File: config.mk
export PLATFORM = sky130hd
export DESIGN_NAME = fetch_unit
export DESIGN_NICKNAME = d
export VERILOG_FILES = /design/src/rtl/fetch_unit.sv
export SDC_FILE = /design/constraint.sdc
export NUM_CORES = 1
export LEC_CHECK = 0
export BUFFER_PORTS_ARGS = -buffer_cell sky130_fd_sc_hd__buf_2
export CAP_MARGIN = 25
export CORE_MARGIN = 8
export CORE_UTILIZATION = 51
export DETAILED_ROUTE_END_ITERATION = 12
export PLACE_DENSITY_LB_ADDON = 0.2
export REMOVE_ABC_BUFFERS = 1
export SYNTH_ARGS = -nofsm -noshare
export SYNTH_HDL_FRONTEND = slang
export SYNTH_SLANG_ARGS = --single-unit
File: constraint.sdc
create_clock -name clk -period 3.4 [get_ports clk]
set_input_delay 0.34 -clock clk [delete_from_list [all_inputs] [get_ports clk]]
set_output_delay 0.34 -clock clk [all_outputs]
set_load 0.01 [all_outputs]
File: src/rtl/fetch_unit.sv
// fetch_unit: Eka instruction fetch stage; owns the PC, fetches words from imem, hands them to decode.
// Ports:
//   clk, reset                        clock and synchronous active-high reset
//   imem_req_valid/ready/addr         fetch request port (addr = pc, word aligned)
//   imem_resp_valid/data              in-order response port, one word per accepted request
//   inst_valid/ready, inst_out/pc     instruction to decoder; inst_out is NOP_INST when not valid
//   redirect_valid, redirect_pc       restart fetch at redirect_pc (low two bits cleared)
//   fetch_count                       instructions consumed by the decoder, wrapping
module fetch_unit #(
  parameter logic [31:0] RESET_PC = 32'h0000_0000,
  parameter logic [31:0] NOP_INST = 32'h0000_0013
) (
  input  logic        clk,
  input  logic        reset,
  output logic        imem_req_valid,
  input  logic        imem_req_ready,
  output logic [31:0] imem_req_addr,
  input  logic        imem_resp_valid,
  input  logic [31:0] imem_resp_data,
  output logic        inst_valid,
  input  logic        inst_ready,
  output logic [31:0] inst_out,
  output logic [31:0] inst_pc,
  input  logic        redirect_valid,
  input  logic [31:0] redirect_pc,
  output logic [31:0] fetch_count
);
  typedef enum logic [1:0] {IDLE, REQ, WAIT, HOLD} state_t;
  state_t state, state_n;
  logic [31:0] pc, pc_n, inst_out_n, inst_pc_n, target;
  logic drop, drop_n;
  assign target = redirect_pc & ~32'h3;
  assign imem_req_addr = pc;
  assign imem_req_valid = state == REQ;
  assign inst_valid = state == HOLD;
  always_ff @(posedge clk) begin
    if (reset) begin
      state <= IDLE;
      pc <= RESET_PC;
      drop <= 1'b0;
      inst_out <= NOP_INST;
      inst_pc <= RESET_PC;
      fetch_count <= 32'd0;
    end else begin
      state <= state_n;
      pc <= pc_n;
      drop <= drop_n;
      inst_out <= inst_out_n;
      inst_pc <= inst_pc_n;
      fetch_count <= fetch_count + {31'd0, inst_valid & inst_ready};
    end
  end
  always_comb begin
    state_n = state;
    pc_n = pc;
    drop_n = drop;
    inst_out_n = inst_out;
    inst_pc_n = inst_pc;
    case (state)
      REQ: begin
        pc_n = redirect_valid ? target : pc;
        // a fetch accepted together with a redirect is for the old pc and must be discarded
        if (imem_req_ready) begin
          state_n = WAIT;
          drop_n = redirect_valid;
        end
      end
      WAIT: begin
        if (imem_resp_valid) begin
          if (drop || redirect_valid) begin
            drop_n = 1'b0;
            pc_n = redirect_valid ? target : pc;
            state_n = REQ;
          end else begin
            inst_out_n = imem_resp_data;
            inst_pc_n = pc;
            state_n = HOLD;
          end
        end else if (redirect_valid) begin
          pc_n = target;
          drop_n = 1'b1;
        end
      end
      HOLD: begin
        if (redirect_valid || inst_ready) begin
          pc_n = redirect_valid ? target : pc + 32'd4;
          inst_out_n = NOP_INST;
          state_n = REQ;
        end
      end
      default: state_n = REQ;
    endcase
  end
endmodule
-- Word level (Yosys, flattened, before mapping)
Index checks and enable logic that the tools add are counted.
- flip-flop bits (word level): 131
- output and inout port bits: 130
- word-level logic and storage cells: 49
- input port bits: 70
- mux-type cells: 20
- reduce and logical (&&, ||, !) cells: 10
- bitwise operators: 2
- eq/ne operators: 9
- add/subtract/negate cells: 2
- operators by type and width (operator ; count):
    $mux 32 ; 8
    $pmux 32 s3 ; 1
    $pmux 32 s2 ; 1
    $add 32x1->32 ; 1
    $add 32x3->32 const B ; 1
    $reduce_and 3->1 ; 3
    $mux 2 ; 4
    $reduce_and 4->1 ; 2
    $ne 3x3->1 const B ; 2
    $pmux 2 s3 ; 1
    $eq 2x2->1 const B ; 2
    $mux 1 ; 4
    $ne 2x1->1 const B ; 2
    $ne 2x2->1 const B ; 2
    $reduce_bool 2->1 ; 2
    $reduce_bool 3->1 ; 1
    $eq 2x1->1 const B ; 1
    $logic_or 1x1->1 ; 2
    $pmux 1 s2 ; 1
    $and 1x1->1 ; 1
    $not 1->1 ; 1

-- Longest topological paths before layout
Gate-level depths: netlist of run 1.
- depth in word-level cells: 4
- depth in mapped cells: 11
- mapped depth without buffers: 8

-- Worst setup path after synthesis of run 1
Ideal clock, no wire load.
- path kind: register to register
- start point: register state[0]
- end point: register fetch_count[30]
- library setup time: 128 ps
- path buffers: 3
- data required time: 3272 ps
- arrival time: 2457 ps
- clock period less this slack: 2584 ps
- cell stages (with the launch flop): 12
- slack: 816 ps
- cells stage by stage: dfxtp_1 > ha_1 > clkbuf_1 > clkbuf_1 > and2_1 > ha_1 > ha_1 > nand3_1 > clkbuf_1 > nor4_1 > xnor2_1 > nor2_1
- longest elaborated chain between the ends: 3
- ends and longest elaborated chain (item ; line ; text):
    start: declaration ; 29 ; state_t state, state_n;
    start signal: assignment ; 45 ; state <= state_n;
    $eq 2x2->1 ; 35 ; assign inst_valid = state == HOLD;
    named net inst_valid ; 20 ; output logic inst_valid,
    $and 1x1->1 ; 50 ; fetch_count <= fetch_count + {31'd0, inst_valid & inst_ready};
    $add 32x1->32 ; 50 ;
    end signal: assignment ; 50 ;
    end: declaration ; 26 ; output logic [31:0] fetch_count
The timed path passes the listed nets, and every way through them passes these cells.
A chain may end at the register's enable or synchronous reset.

-- Worst setup path in the final report of run 1
- start point: register state[0]
- end point: register pc[21], in the netlist imem_req_addr[21]
- longest elaborated chain between the ends: 3
- elaborated cells on any way between the ends: 8
- classes of those cells: eq/ne (5); mux (1); reduce/logical (2)
- ends and longest elaborated chain (item ; line ; text):
    $eq 2x2->1 or $eq 2x1->1 (tied branches) ; 59 ; case (state)
    $ne 3x3->1 (no source line) (tied with other cells) ; - ;
    $reduce_and 3->1 (no source line) ; - ;
    end signal: assignment ; 46 ; pc <= pc_n;
    end: declaration ; 30 ; logic [31:0] pc, pc_n, inst_out_n, inst_pc_n, target;
Parallel ways exist; a longest one is shown, timed or not.

==> results of run 1 <==
-- final cells by class --
type,count,area [sq um]
clock buffers,27,513
clock inverters,5,52.6
fillers,986,3870
inverters,12,45.0
multi-input cells,553,3100
flip-flops and latches,127,2540
well taps,143,179
repair buffers,207,1070
-- routing by layer --
metal  track usage [%]  vias to the layer above  part of all wire, %
met4              7.37                        2                  1.5
met1              25.8                     2817                   41
met5                 0                        -                0.058
met2              36.9                      219                   49
li1                  -                     2951                    -
met3              6.89                       26                  8.4
-- how the worst max path moves through the flow --
stage                               start                        endpoint  slack [ns]  cells after the start
CTS                 state[0]$_SDFFE_PP0P_  imem_req_addr[21]$_SDFFE_PP0P_        0.67                      7
finish              state[0]$_SDFFE_PP0P_  imem_req_addr[21]$_SDFFE_PP0P_        0.68                      7
global placement    state[0]$_SDFFE_PP0P_  imem_req_addr[21]$_SDFFE_PP0P_        0.77                      7
global route        state[0]$_SDFFE_PP0P_  imem_req_addr[22]$_SDFFE_PP0P_        0.46                      6
detailed placement  state[0]$_SDFFE_PP0P_  imem_req_addr[26]$_SDFFE_PP0P_        0.70                      7
floorplan           state[0]$_SDFFE_PP0P_       inst_out[10]$_SDFFE_PP0P_        0.08                      5
-- stage by stage --
step | setup slack [ns] | cell area [sq um]
6_report | 0.678 | 7500
5_1_grt | 0.463 | 7500
4_1_cts | 0.673 | 7500
3_5_place_dp | 0.696 | 6940
3_3_place_gp | 0.772 | 6940
2_1_floorplan | 0.0837 | 5660
-- state kept, by name, summed over array words and instances, names as in the netlist --
name	cells
state	2
fetch_count	32
inst_pc	30
drop	1
imem_req_addr	30
inst_out	32
-- critical path, cell delays in order, from the launching register on --
cell      delay [ns]
dfxtp_1         0.38
inv_1           0.08
ha_1            0.32
and4bb_4        0.37
or3_1           0.68
or3_1           0.43
mux2_2          0.27
a31oi_1         0.11
-- synthesized netlist by cell type, drive strengths merged (2+ instances only) --
master / n / area [sq um]
nor4: 17 / 119
nand2b: 4 / 25.0
dfxtp: 127 / 2540
o22ai: 2 / 12.5
nor2: 61 / 229
nand2: 131 / 492
nor4b: 4 / 35.0
mux2i: 2 / 20.0
ha: 8 / 100
nor2b: 6 / 37.5
clkbuf: 48 / 180
a311oi: 2 / 17.5
buf: 12 / 72.6
mux2: 4 / 45.0
inv: 12 / 45.0
and3: 5 / 31.3
xnor2: 21 / 184
nand3: 25 / 125
or3: 9 / 56.3
o21ai: 20 / 100
a22o: 3 / 26.3
a32o: 4 / 40.0
a22oi: 7 / 52.6
a21oi: 92 / 460
a31oi: 8 / 50.1
a21o: 4 / 30.0
o21bai: 4 / 30.0
and4: 3 / 26.3
nor3: 24 / 120
nand4: 16 / 100
a211o: 2 / 17.5
and2: 6 / 37.5
nand3b: 29 / 218
nor3b: 2 / 15.0
o31ai: 2 / 15.0
xor2: 6 / 52.6
a211oi: 5 / 37.5
-- power breakdown --
group | internal, mW | switching, mW | total, mW
Clock | 1.10 | 0.628 | 1.73
Sequential | 1.54 | 0.0573 | 1.60
Combinational | 0.138 | 0.195 | 0.333
Total | 2.77 | 0.880 | 3.65
-- cells by family after synthesis --
family / after synthesis / share of synthesized area, %
AOI/OAI and AO/OA: 163 / 16.3
xor gates and xnor gates: 27 / 4.01
adders and majority gates: 8 / 1.70
buffers and inverters: 72 / 5.04
DFF: 127 / 43.1
muxes: 6 / 1.10
other: 1 / 0.0635
and+or+nand+nor: 345 / 28.7
==> out/results.tsv, run 1 <==
stage	metric	value	unit
clock_tree	cts.sinks	127	
clock_tree	ctsHoldBuffers	0	
critical_path	crit_path_start_kind	register	
synth	synthArstFlopShare	0	%
floorplanning	core	11400	sq um
routing	vias_per_cell	5.60	
floorplanning	rows	39	
outcome	status	finished clean	
timing	post-route-period-util	80.0	%
power	p_total	3.65	mW
clock_tree	post_cts_buffers	0	
critical_path	path_max_fanout	32	
layout	finalNonFillerCells	1074	
grt	grt_pass1_wl	27100	microns
critical_path	end_kind	register	
routing	routed_wl	17400	microns
clock_tree	clk_latency	0.41	ns
synth	synth-seq-area-share	43.1	%
timing	relSlewSlack	45.6	%
timing	fin_skew	0.00522	ns
critical_path	reg2reg_depth	7	
grt	grt_max_degree	66	
clock_tree	cts_resized	0	
synth	avgSynthCellArea	7.88	sq um
timing	max_freq	0.367	GHz
layout	final_cell_mix	192 x buf_2, 131 x nand2_1, 127 x dfxtp_1	
place	place_inst	1042	
critical_path	r2r-start	state[0]$_SDFFE_PP0P_	
hold_path	min_path_cells	3	
hold_path	hold_start	imem_resp_data[4]	
layout	syn2layout_area_growth	27.0	%
place	gp_congestion	0.795	
clock_tree	cts_root_buffer	clkbuf_16	
power	p_leak	3.09	nW
timing	drv_slew	0	
synth	synth_cell_types	52	
layout	n_antenna_cell	0	
synth	synth_edf_count	0	
critical_path	reg2reg_setup_slack	0.68	ns
routing	drc	0	
place	dp_hpwl	12100	microns
timing	hold-worst-slack	0.173	ns
layout	final_core_util	66.0	%
clock_tree	cts_buffer_depth	2	
power	vdd_drop_max	0.000344	V
floorplanning	dieArea	15300	sq um
critical_path	crit_type	register to register	
hold_path	hold_class	primary input to register	
routing	drt_iter0_markers	456	
grt	overflow	0	
routing	postRouteAntennaNets	0	
routing	vias	6015	
critical_path	required	3.75	ns
power	power_density	487	nW/um^2
clock_tree	cts_tree	yes	
timing	rsz0062_at_grt	no	
place	port_buffers	193	
grt	antenna_found_initial	1	
routing	wl_per_cell	16.2	microns
hold_path	hold_path_end	inst_out[4]$_SDFFE_PP1P_	
synth	synthCells	749	
layout	drive_gt1_share	26.3	%
floorplanning	start_util	51.9	%
grt	globalRouteTotalUtil	21.9	%
timing	worst_pin_slew	0.816	ns
clock_tree	h-tree-depth	4	
synth	ys.flop_type	dfxtp_1	
floorplanning	ios	200	
layout	fin_nets	996	
synth	synth-seq-cells	127	
flow_run	maxCapViolations	0	
floorplanning	die-width	124	microns
timing	setup_viol	0	
clock_tree	clk_pin_slew_worst_paths	0.06	ns
timing	finalCriticalPeriod	2.72	ns
layout	final_common_cell	buf_2	
critical_path	cp.arrival	3.07	ns
critical_path	r2r-end	imem_req_addr[21]$_SDFFE_PP0P_	
routing	drtPass1Iterations	5	
grt	first_global_vias	5589	
synth	syn_area	5900	sq um
floorplanning	die_h	124	microns
clock_tree	cts-buffers-inserted	17	
timing	tns	0	ns
timing	hold_violations	0	
synth	ys_warn_count	0	
(Power assumes the default switching activity.)
==> inputs of run 2 (changes only) <==
--- a/config.mk
+++ b/config.mk
@@ -8,7 +8,7 @@
 export BUFFER_PORTS_ARGS = -buffer_cell sky130_fd_sc_hd__buf_2
 export CAP_MARGIN = 25
 export CORE_MARGIN = 8
-export CORE_UTILIZATION = 51
+export CORE_UTILIZATION = 46
 export DETAILED_ROUTE_END_ITERATION = 12
 export PLACE_DENSITY_LB_ADDON = 0.2
 export REMOVE_ABC_BUFFERS = 1
==> constraint.sdc (replaced) <==
create_clock -name clk -period 2.45 [get_ports clk]
set_input_delay 0.245 -clock clk [delete_from_list [all_inputs] [get_ports clk]]
set_output_delay 0.245 -clock clk [all_outputs]
set_load 0.01 [all_outputs]
==> run 2 against run 1 <==
Clock power rose by 42%. Sequential power rose by 38%. Register-to-register slack got worse by 0.46 ns. Global-route usage fell by 2.0 points. Sequential share of layout area fell by 0.95 points. Cell count rose by 3.9%. Critical endpoint is now imem_req_addr[26]$_SDFFE_PP0P_. Largest cell class unchanged.
==> out/results.tsv, run 2 (synthesis gave the netlist of run 1 again) <==
stage	metric	value	unit	change
power	p_leak	3.19	nW	+3.0%
power	power.internal	3.92	mW	+41%
floorplanning	start_util	47.0	%	-5.0 points
critical_path	path_max_fanout	35		+9.4%
layout	final_common_cell	buf_2		
power	p_total	5.16	mW	+41%
layout	fin_nets	1009		+1.3%
hold_path	hold_path_end	inst_out[0]$_SDFFE_PP1P_		
critical_path	r2r-end	imem_req_addr[26]$_SDFFE_PP0P_		
power	seq_power_share	42.7	%	-0.9 points
clock_tree	cts_buffer_depth	2		unchanged
power	p_sw_share	24.1	%	about the same
timing	setup_viol	0		unchanged
flow_run	maxCapViolations	0		unchanged
routing	drc	0		unchanged
clock_tree	clk_pin_slew_worst_paths	0.06	ns	about the same
power	power_density	669	nW/um^2	+37%
floorplanning	dieArea	16700	sq um	+9.4%
clock_tree	h-tree-depth	4		unchanged
grt	globalRouteTotalUtil	19.8	%	-2.0 points
layout	syn2layout_area_growth	30.7	%	
floorplanning	die_h	129	microns	+4.6%
critical_path	crit_type	register to register		
hold_path	min_path_cells	3		unchanged
place	port_buffers	193		unchanged
timing	fin_skew	0.00774	ns	+0.00251 ns
timing	hold_violations	0		unchanged
power	pwr-share-comb	9.6	%	+0.5 points
layout	final_cell_mix	192 x buf_2, 131 x nand2_1, 127 x dfxtp_1		
clock_tree	cts_root_buffer	clkbuf_16		
clock_tree	post_cts_buffers	0		unchanged
place	place_inst	1084		+4.0%
routing	vias	5835		-3.0%
floorplanning	ios	200		unchanged
critical_path	crit_path_start_kind	register		
critical_path	cp.arrival	2.57	ns	-0.50 ns
timing	worst_pin_slew	0.583	ns	-0.233 ns
layout	drive_gt1_share	27.6	%	+1.3 points
layout	finalNonFillerCells	1116		+3.9%
routing	routed_wl	16900	microns	-2.6%
grt	grt_max_degree	56		-15%
timing	relSlewSlack	61.2	%	+16 points
timing	post-route-period-util	91.1	%	+11 points
layout	reg_top3	fetch_count (32), inst_out (32)		
clock_tree	cts-buffers-inserted	17		unchanged
floorplanning	core	12600	sq um	+11%
layout	n_antenna_cell	0		unchanged
clock_tree	cts_resized	0		unchanged
critical_path	r2r-start	state[0]$_SDFFE_PP0P_		
place	dp_hpwl	11600	microns	-3.7%
clock_tree	cts.sinks	127		unchanged
routing	wl_per_cell	15.2	microns	-6.3%
critical_path	reg2reg_setup_slack	0.22	ns	-0.46 ns
power	p_clk_share	47.7	%	+0.5 points
grt	antenna_found_initial	0		-1
hold_path	hold_class	primary input to register		
critical_path	reg2reg_depth	8		+1
grt	grt_pass1_wl	27000	microns	-0.59%
hold_path	hold_start	imem_resp_data[0]		
timing	rsz0062_at_grt	no		
clock_tree	ctsHoldBuffers	0		unchanged
timing	max_freq	0.448	GHz	+22%
routing	drtPass1Iterations	4		-1
outcome	status	finished clean		
routing	postRouteAntennaNets	0		unchanged
routing	vias_per_cell	5.23		-6.6%
timing	finalCriticalPeriod	2.23	ns	-0.490 ns
timing	tns	0	ns	unchanged
grt	first_global_vias	5448		-2.5%
critical_path	end_kind	register		
power	p_sw	1.24	mW	+41%
place	gp_congestion	0.818		+2.9%
routing	drt_iter0_markers	372		-18%
floorplanning	die-width	129	microns	+4.6%
grt	overflow	0		unchanged
floorplanning	rows	41		+5.1%
clock_tree	cts_tree	yes		
timing	drv_slew	0		unchanged
power	vdd_drop_max	0.000366	V	+6.4%
clock_tree	clk_latency	0.41	ns	about the same
critical_path	required	2.79	ns	-0.96 ns
run 2: area by class of cell:
cell class                 count  area [sq um]
inverter                      12          45.0
clock buffer                  22           474
clock inverter                10           111
tap                          172           215
timing repair buffer         220          1230
multi-input combinational    553          3100
sequential                   127          2540
fill                        1181          4850
run 2: routing by layer:
layer	share of wire [%]	track usage, %	routed length [microns]	vias to the layer above
met2	46	32.0	7870	165
li1	-	-	-	2976
met4	0.61	4.98	103	0
met3	8.2	6.74	1380	9
met5	0	0	0	-
met1	45	24.8	7580	2685
run 2: how the worst max path moves through the flow:
stage,startpoint,end,slack (ns),cells after the start
final,state[0]$_SDFFE_PP0P_,imem_req_addr[26]$_SDFFE_PP0P_,0.22,8
after global routing,state[0]$_SDFFE_PP0P_,imem_req_addr[17]$_SDFFE_PP0P_,0.006,7
after CTS,state[0]$_SDFFE_PP0P_,imem_req_addr[26]$_SDFFE_PP0P_,0.20,8
after detailed placement,state[0]$_SDFFE_PP0P_,imem_req_addr[26]$_SDFFE_PP0P_,0.22,8
after global placement,state[0]$_SDFFE_PP0P_,imem_req_addr[17]$_SDFFE_PP0P_,0.27,7
after floorplan,state[0]$_SDFFE_PP0P_,inst_out[10]$_SDFFE_PP0P_,-0.87,5
run 2: metrics by stage:
stage          setup WS (ns)  instance area, sq um  hold slack, ns  util [%]
6_report               0.218                  7720          0.0752      61.4
5_1_grt              0.00578                  7720          0.0842      61.4
4_1_cts                0.204                  7720          0.0663      61.4
3_5_place_dp           0.224                  7130           0.441      56.7
3_3_place_gp           0.268                  7130           0.437      56.7
2_1_floorplan         -0.866                  5660           0.314         -
run 2: power groups by stage:
| stage | registers (mW) | clock network, mW | logic (mW) |
|---|---|---|---|
| global placement | 2.25 | 0 | 0.495 |
| finish | 2.20 | 2.46 | 0.497 |
| CTS | 2.20 | 2.50 | 0.502 |
| global route | 2.21 | 2.60 | 0.549 |
| floorplan | 2.27 | 0 | 0.205 |
| detailed placement | 2.25 | 0 | 0.497 |
run 2: critical path, stage by stage, from the launching register on:
cell and delay [ns]:
dfxtp_1 0.38, inv_1 0.08, ha_1 0.21, and4bb_4 0.19
or3_1 0.39, buf_12 0.19, or3_1 0.32, mux2_2 0.27
a31oi_1 0.12
